### src/rtl/bcd_seq_ctrl_pkg.sv
// Shared types and constants for the sequential binary-to-BCD converter.
// Holds the FSM state encoding, iteration count, clamp limit and the
// shift-add-3 step used by each conversion iteration.
package bcd_seq_ctrl_pkg;

    typedef enum logic [1:0] {
        IDLE = 2'd0,
        CONV = 2'd1,
        DONE = 2'd2
    } state_t;

    localparam int ITER_COUNT = 7;   // one iteration per input bit
    localparam int BCD_MAX    = 99;  // largest value two BCD digits can show

    // One double-dabble iteration on {tens[14:11], ones[10:7], bin[6:0]}:
    // correct the ones nibble, then the tens nibble, then shift left.
    function automatic logic [14:0] dabble_step(input logic [14:0] s);
        logic [14:0] t;
        t = s;
        if (t[10:7] >= 4'd5) t[10:7] = t[10:7] + 4'd3;
        if (t[14:11] >= 4'd5) t[14:11] = t[14:11] + 4'd3;
        return {t[13:0], 1'b0};
    endfunction

endpackage

### src/rtl/bcd_digit_scan.sv
// Two-digit multiplexed display scan: drives one digit for REFRESH_DIV
// cycles, then the other. Ports: clk, reset, tens/ones in; an (active-low
// enables, bit1 = tens) and digit_bcd out. Free-running, no handshake.
module bcd_digit_scan #(
    parameter int REFRESH_DIV = 50000,
    parameter bit BLANK_LZ    = 1'b1
) (
    input  logic       clk,
    input  logic       reset,
    input  logic [3:0] tens,
    input  logic [3:0] ones,
    output logic [1:0] an,
    output logic [3:0] digit_bcd
);

    localparam int CW = (REFRESH_DIV > 1) ? $clog2(REFRESH_DIV) : 1;
    localparam logic [CW-1:0] CNT_LAST = CW'(REFRESH_DIV - 1);

    logic [CW-1:0] cnt_q, cnt_d;
    logic          sel_q, sel_d;

    always_comb begin
        cnt_d = cnt_q + 1'b1;
        sel_d = sel_q;
        if (cnt_q == CNT_LAST) begin
            cnt_d = '0;
            sel_d = ~sel_q;
        end
    end

    always_ff @(posedge clk or posedge reset) begin
        if (reset) begin
            cnt_q <= '0;
            sel_q <= 1'b0;
        end else begin
            cnt_q <= cnt_d;
            sel_q <= sel_d;
        end
    end

    // A blanked tens digit turns both enables off but keeps digit_bcd
    // reporting the tens value.
    always_comb begin
        if (!sel_q) begin
            an        = 2'b10;
            digit_bcd = ones;
        end else begin
            an        = (BLANK_LZ && tens == 4'd0) ? 2'b11 : 2'b01;
            digit_bcd = tens;
        end
    end

endmodule

### src/rtl/bcd_seq_ctrl.sv
// Sequential 7-bit binary to 2-digit BCD converter with clamp at 99 and a
// multiplexed display scan. Ports: in_valid/in_data/in_ready request side,
// out_valid pulse, held tens/ones/ovf result, an/digit_bcd display drive.
module bcd_seq_ctrl
    import bcd_seq_ctrl_pkg::*;
#(
    parameter int REFRESH_DIV = 50000,
    parameter bit BLANK_LZ    = 1'b1
) (
    input  logic       clk,
    input  logic       reset,
    input  logic       in_valid,
    input  logic [6:0] in_data,
    output logic       in_ready,
    output logic       out_valid,
    output logic [3:0] tens,
    output logic [3:0] ones,
    output logic       ovf,
    output logic [1:0] an,
    output logic [3:0] digit_bcd
);

    localparam logic [2:0] ITER_LAST = 3'(ITER_COUNT - 1);
    localparam logic [6:0] CLAMP_VAL = 7'(BCD_MAX);

    state_t      state_q, state_d;
    logic [14:0] shift_q, shift_d;
    logic [2:0]  iter_q, iter_d;
    logic        ovf_cap_q, ovf_cap_d;
    logic [3:0]  tens_q, tens_d;
    logic [3:0]  ones_q, ones_d;
    logic        ovf_q, ovf_d;
    logic [14:0] shift_step;
    logic        over;

    assign shift_step = dabble_step(shift_q);
    assign over       = (in_data > CLAMP_VAL);

    always_comb begin
        state_d   = state_q;
        shift_d   = shift_q;
        iter_d    = iter_q;
        ovf_cap_d = ovf_cap_q;
        tens_d    = tens_q;
        ones_d    = ones_q;
        ovf_d     = ovf_q;
        case (state_q)
            IDLE: begin
                if (in_valid) begin
                    state_d   = CONV;
                    shift_d   = {8'b0, (over ? CLAMP_VAL : in_data)};
                    ovf_cap_d = over;
                    iter_d    = '0;
                end
            end
            CONV: begin
                shift_d = shift_step;
                iter_d  = iter_q + 3'd1;
                // Result registers only change here, so the display keeps
                // the previous result for the whole conversion.
                if (iter_q == ITER_LAST) begin
                    state_d = DONE;
                    iter_d  = '0;
                    tens_d  = shift_step[14:11];
                    ones_d  = shift_step[10:7];
                    ovf_d   = ovf_cap_q;
                end
            end
            DONE:    state_d = IDLE;
            default: state_d = IDLE;
        endcase
    end

    always_ff @(posedge clk or posedge reset) begin
        if (reset) begin
            state_q   <= IDLE;
            shift_q   <= '0;
            iter_q    <= '0;
            ovf_cap_q <= 1'b0;
            tens_q    <= '0;
            ones_q    <= '0;
            ovf_q     <= 1'b0;
        end else begin
            state_q   <= state_d;
            shift_q   <= shift_d;
            iter_q    <= iter_d;
            ovf_cap_q <= ovf_cap_d;
            tens_q    <= tens_d;
            ones_q    <= ones_d;
            ovf_q     <= ovf_d;
        end
    end

    assign in_ready  = (state_q == IDLE);
    assign out_valid = (state_q == DONE);
    assign tens      = tens_q;
    assign ones      = ones_q;
    assign ovf       = ovf_q;

    bcd_digit_scan #(
        .REFRESH_DIV (REFRESH_DIV),
        .BLANK_LZ    (BLANK_LZ)
    ) u_scan (
        .clk       (clk),
        .reset     (reset),
        .tens      (tens_q),
        .ones      (ones_q),
        .an        (an),
        .digit_bcd (digit_bcd)
    );

endmodule

### config.mk
export PLATFORM = sky130hd
export DESIGN_NAME = bcd_seq_ctrl
export DESIGN_NICKNAME = d
export VERILOG_FILES = /design/src/rtl/bcd_seq_ctrl_pkg.sv /design/src/rtl/bcd_digit_scan.sv /design/src/rtl/bcd_seq_ctrl.sv
export SDC_FILE = /design/constraint.sdc
export NUM_CORES = 1
export LEC_CHECK = 0
export CORE_ASPECT_RATIO = 1.25
export CORE_MARGIN = 4
export CORE_UTILIZATION = 50
export DETAILED_ROUTE_END_ITERATION = 16
export GPL_TIMING_DRIVEN = 0
export PLACE_DENSITY = 0.78
export RECOVER_POWER = 100
export SYNTH_ARGS = -nofsm -noshare
export SYNTH_HDL_FRONTEND = slang
export SYNTH_SLANG_ARGS = --single-unit
### constraint.sdc
create_clock -name clk -period 3.1 [get_ports clk]
set_input_delay 0.465 -clock clk [delete_from_list [all_inputs] [get_ports clk]]
set_output_delay 0.465 -clock clk [all_outputs]
set_load 0.005 [all_outputs]
==> out/metrics.cfg <==
[timing]
slew_violations = 0
skew_ns = 0.00412
final.setup.tns_ns = 0
setup_viol = 0
fmax_mhz = 421
fin_crit_sh_pct = 76.7
timing.final.crit_period_ns = 2.38
rsz0062_at_grt = false
hold_ws_ns = 0.481
worst_slew_margin_rel_pct = 46.6
hold_viol_final = 0
tightest_slew_ns = 0.799

[critical_path]
critPathLaunchType = flip-flop
crit_fanout = 8
reg2reg_depth = 4
timing_worst_setup_path_type = reg -> out
rrSetupSlack_ns = 1.12
worst-endpoint-arrival_ns = 1.91
end_kind = output pin
worstPathRequired_ns = 2.63
cp-endpoint = digit_bcd[0]
r2r_start = state_q[1]$_DFFE_PP0P_
r2r_end = tens[1]$_DFFE_PP0P_
startpoint = u_scan.sel_q$_DFFE_PP0N_

[clocking]
cts_resized = 0
clock-root-buffer = clkbuf_8
post-cts-setup-buffers = 0
cts_tree = built
clk_latency_ns = 0.30
clk_path_buf_depth = 2
htreeDepth = 2
path_clk_slew_ns = 0.08
cts_made_buffers = 5
clock-sinks = 47
holdBufCountCts = 0

[pwr]
powerDensity_nw_per_um2 = 818
ir_drop_v = 0.000581
leakagePower_nw = 1.21
total_power_mw = 2.23

[cells_and_area]
num_antenna_cells = 0
multi_input_area_um2 = 990
nNetsFinal = 276
regArea_um2 = 1180
finalNonFillerCells = 320
syn_to_final_growth_pct = 21.1
final_common_cell = dfrtp_1
final.fill_count = 371
mostFrequentLayoutCells = 47 x dfrtp_1, 29 x nand2_1, 21 x nor2_1, 19 x dlygate4sd3_1, 18 x o21ai_0
drive_above_1_share_pct = 7.63

[floorplan]
core_area_um2 = 4390
dieHeight_um = 83.0
row_count = 27
die_w_um = 68.0
start_util_pct = 51.2
die-area_um2 = 5640
ios = 27

[placed_design]
io_buffers = 26
hpwl_mm = 3.25
gp_congestion = 0.728
post-place-cells = 312

[global_route]
grt_max_degree = 40
grt-ovfl-total = 0
grt_usage_pct = 17.6
antenna_found_initial = 0
grt_pass1_wl_mm = 7.74
grt_pass1_vias = 1643

[synth]
synth_ff_type = dfrtp_1
synth.area.top_cells = dfrtp_1 52%, nand2_1 4.8%, o21ai_0 4.0%
async_reset_ff_share_pct = 100
synth_top_area_cell = dfrtp_1
synth.net_count = 242
yosysSeqAreaShare_pct = 52.3
ys_ff_latch = 47
yosys_warnings = 0
synth_edf_count = 0
synth.avg_cell_area_um2 = 9.90
synth_cell_types = 34
syn_area_um2 = 2250
synth_top_area_share_pct = 52.3
syn_inst = 227

[flow_run]
maxCapViolCount = 0

[detailed_routing]
vias_per_cell = 5.45
routed_wl_mm = 4.38
drtIter0Drc = 89
vias = 1743
drc = 0
dr.pass1.iters = 4
ant_nets = 0
routedWlPerCell_um = 13.7

[run_status]
run_status = complete, no violations

[min_path]
hold_class = reg -> reg
hp-start = shift_q[2]$_DFFE_PP0P_

registers in the layout, indices dropped and copies added, names as in the netlist:
signal / count
iter_q: 3
ones: 4
u_scan.sel_q: 1
shift_q: 15
ovf: 1
state_q: 2
ovf_cap_q: 1
u_scan.cnt_q: 16
tens: 4
per-stage QoR:
step / setup slack, ns / cell area, µm² / utilization [%]
final: 0.723 / 2720 / 62.0
after global routing: 0.642 / 2720 / 62.0
after CTS: 0.846 / 2730 / 62.3
after detailed placement: 0.646 / 2600 / 59.2
after global placement: 0.606 / 2580 / 58.8
after floorplan: 1.47 / 2250 / -
metal layers:
layer | global-route usage [%] | share of wire, % | vias up | wire (µm)
met3 | 3.65 | 3.2 | 8 | 140
met5 | 0 | 0 | - | 0
met1 | 22.6 | 42 | 855 | 1830
met2 | 29.4 | 54 | 25 | 2350
met4 | 4.88 | 1.4 | 0 | 63
li1 | - | - | 855 | -
cell type report:
type	count	share of cell area, %
Inverter	11	1.52
Sequential cell	47	43.2
Clock buffer	6	2.67
Buffer	7	1.10
Multi-Input combinational cell	162	36.4
Timing Repair Buffer	27	10.3
Clock inverter	2	2.21
Tap cell	58	2.67
worst min-delay path by stage:
stage | to | cells past startpoint
after floorplan | shift_q[2]$_DFFE_PP0P_ | 2
after global placement | shift_q[3]$_DFFE_PP0P_ | 2
after detailed placement | shift_q[3]$_DFFE_PP0P_ | 2
after CTS | u_scan.cnt_q[11]$_DFF_PP0_ | 2
after global routing | shift_q[3]$_DFFE_PP0P_ | 2
final | shift_q[3]$_DFFE_PP0P_ | 2
cell families (layout without fill, tap and decap cells):
kind of cell               Yosys count  count (layout)  share of synthesized area, %
and+or+nand+nor                     97              97                          22.0
DFF                                 47              47                          52.3
AOI/OAI and AO/OA                   33              33                          8.29
buffers and inverters               18              53                          3.23
xor gates and xnor gates            17              17                          6.62
muxes                               10              10                          4.79
adders and majority gates            5               5                          2.78
worst max-delay path: stages (launching register included):
cell and delay [ns]:
dfrtp_1 0.35, clkbuf_1 0.30, mux2_2 0.38, dlygate4sd3_1 0.59
synth_stat cells, types with 2 or more instances:
master    count
clkbuf_1      4
nor2b_1       2
nand2_1      29
ha_1          5
a21oi_1       5
nor3_1        5
o21ai_0      18
nand2b_1      4
mux2i_1       4
mux2_2        6
inv_1        11
nor3b_1       2
nand3_1      17
xor2_1        8
nor2_1       21
a22oi_1       4
dfrtp_1      47
nor4_1        3
a31oi_1       4
xnor2_1       9
or3b_2        2
nand4_1       5
power by group:
group          total (mW)  switching [mW]  internal [mW]
combinational       0.768           0.402          0.366
clock               0.520           0.198          0.322
sequential          0.937           0.149          0.788
total                2.23           0.750           1.48
No activity file was read; power rests on OpenSTA's default activity.
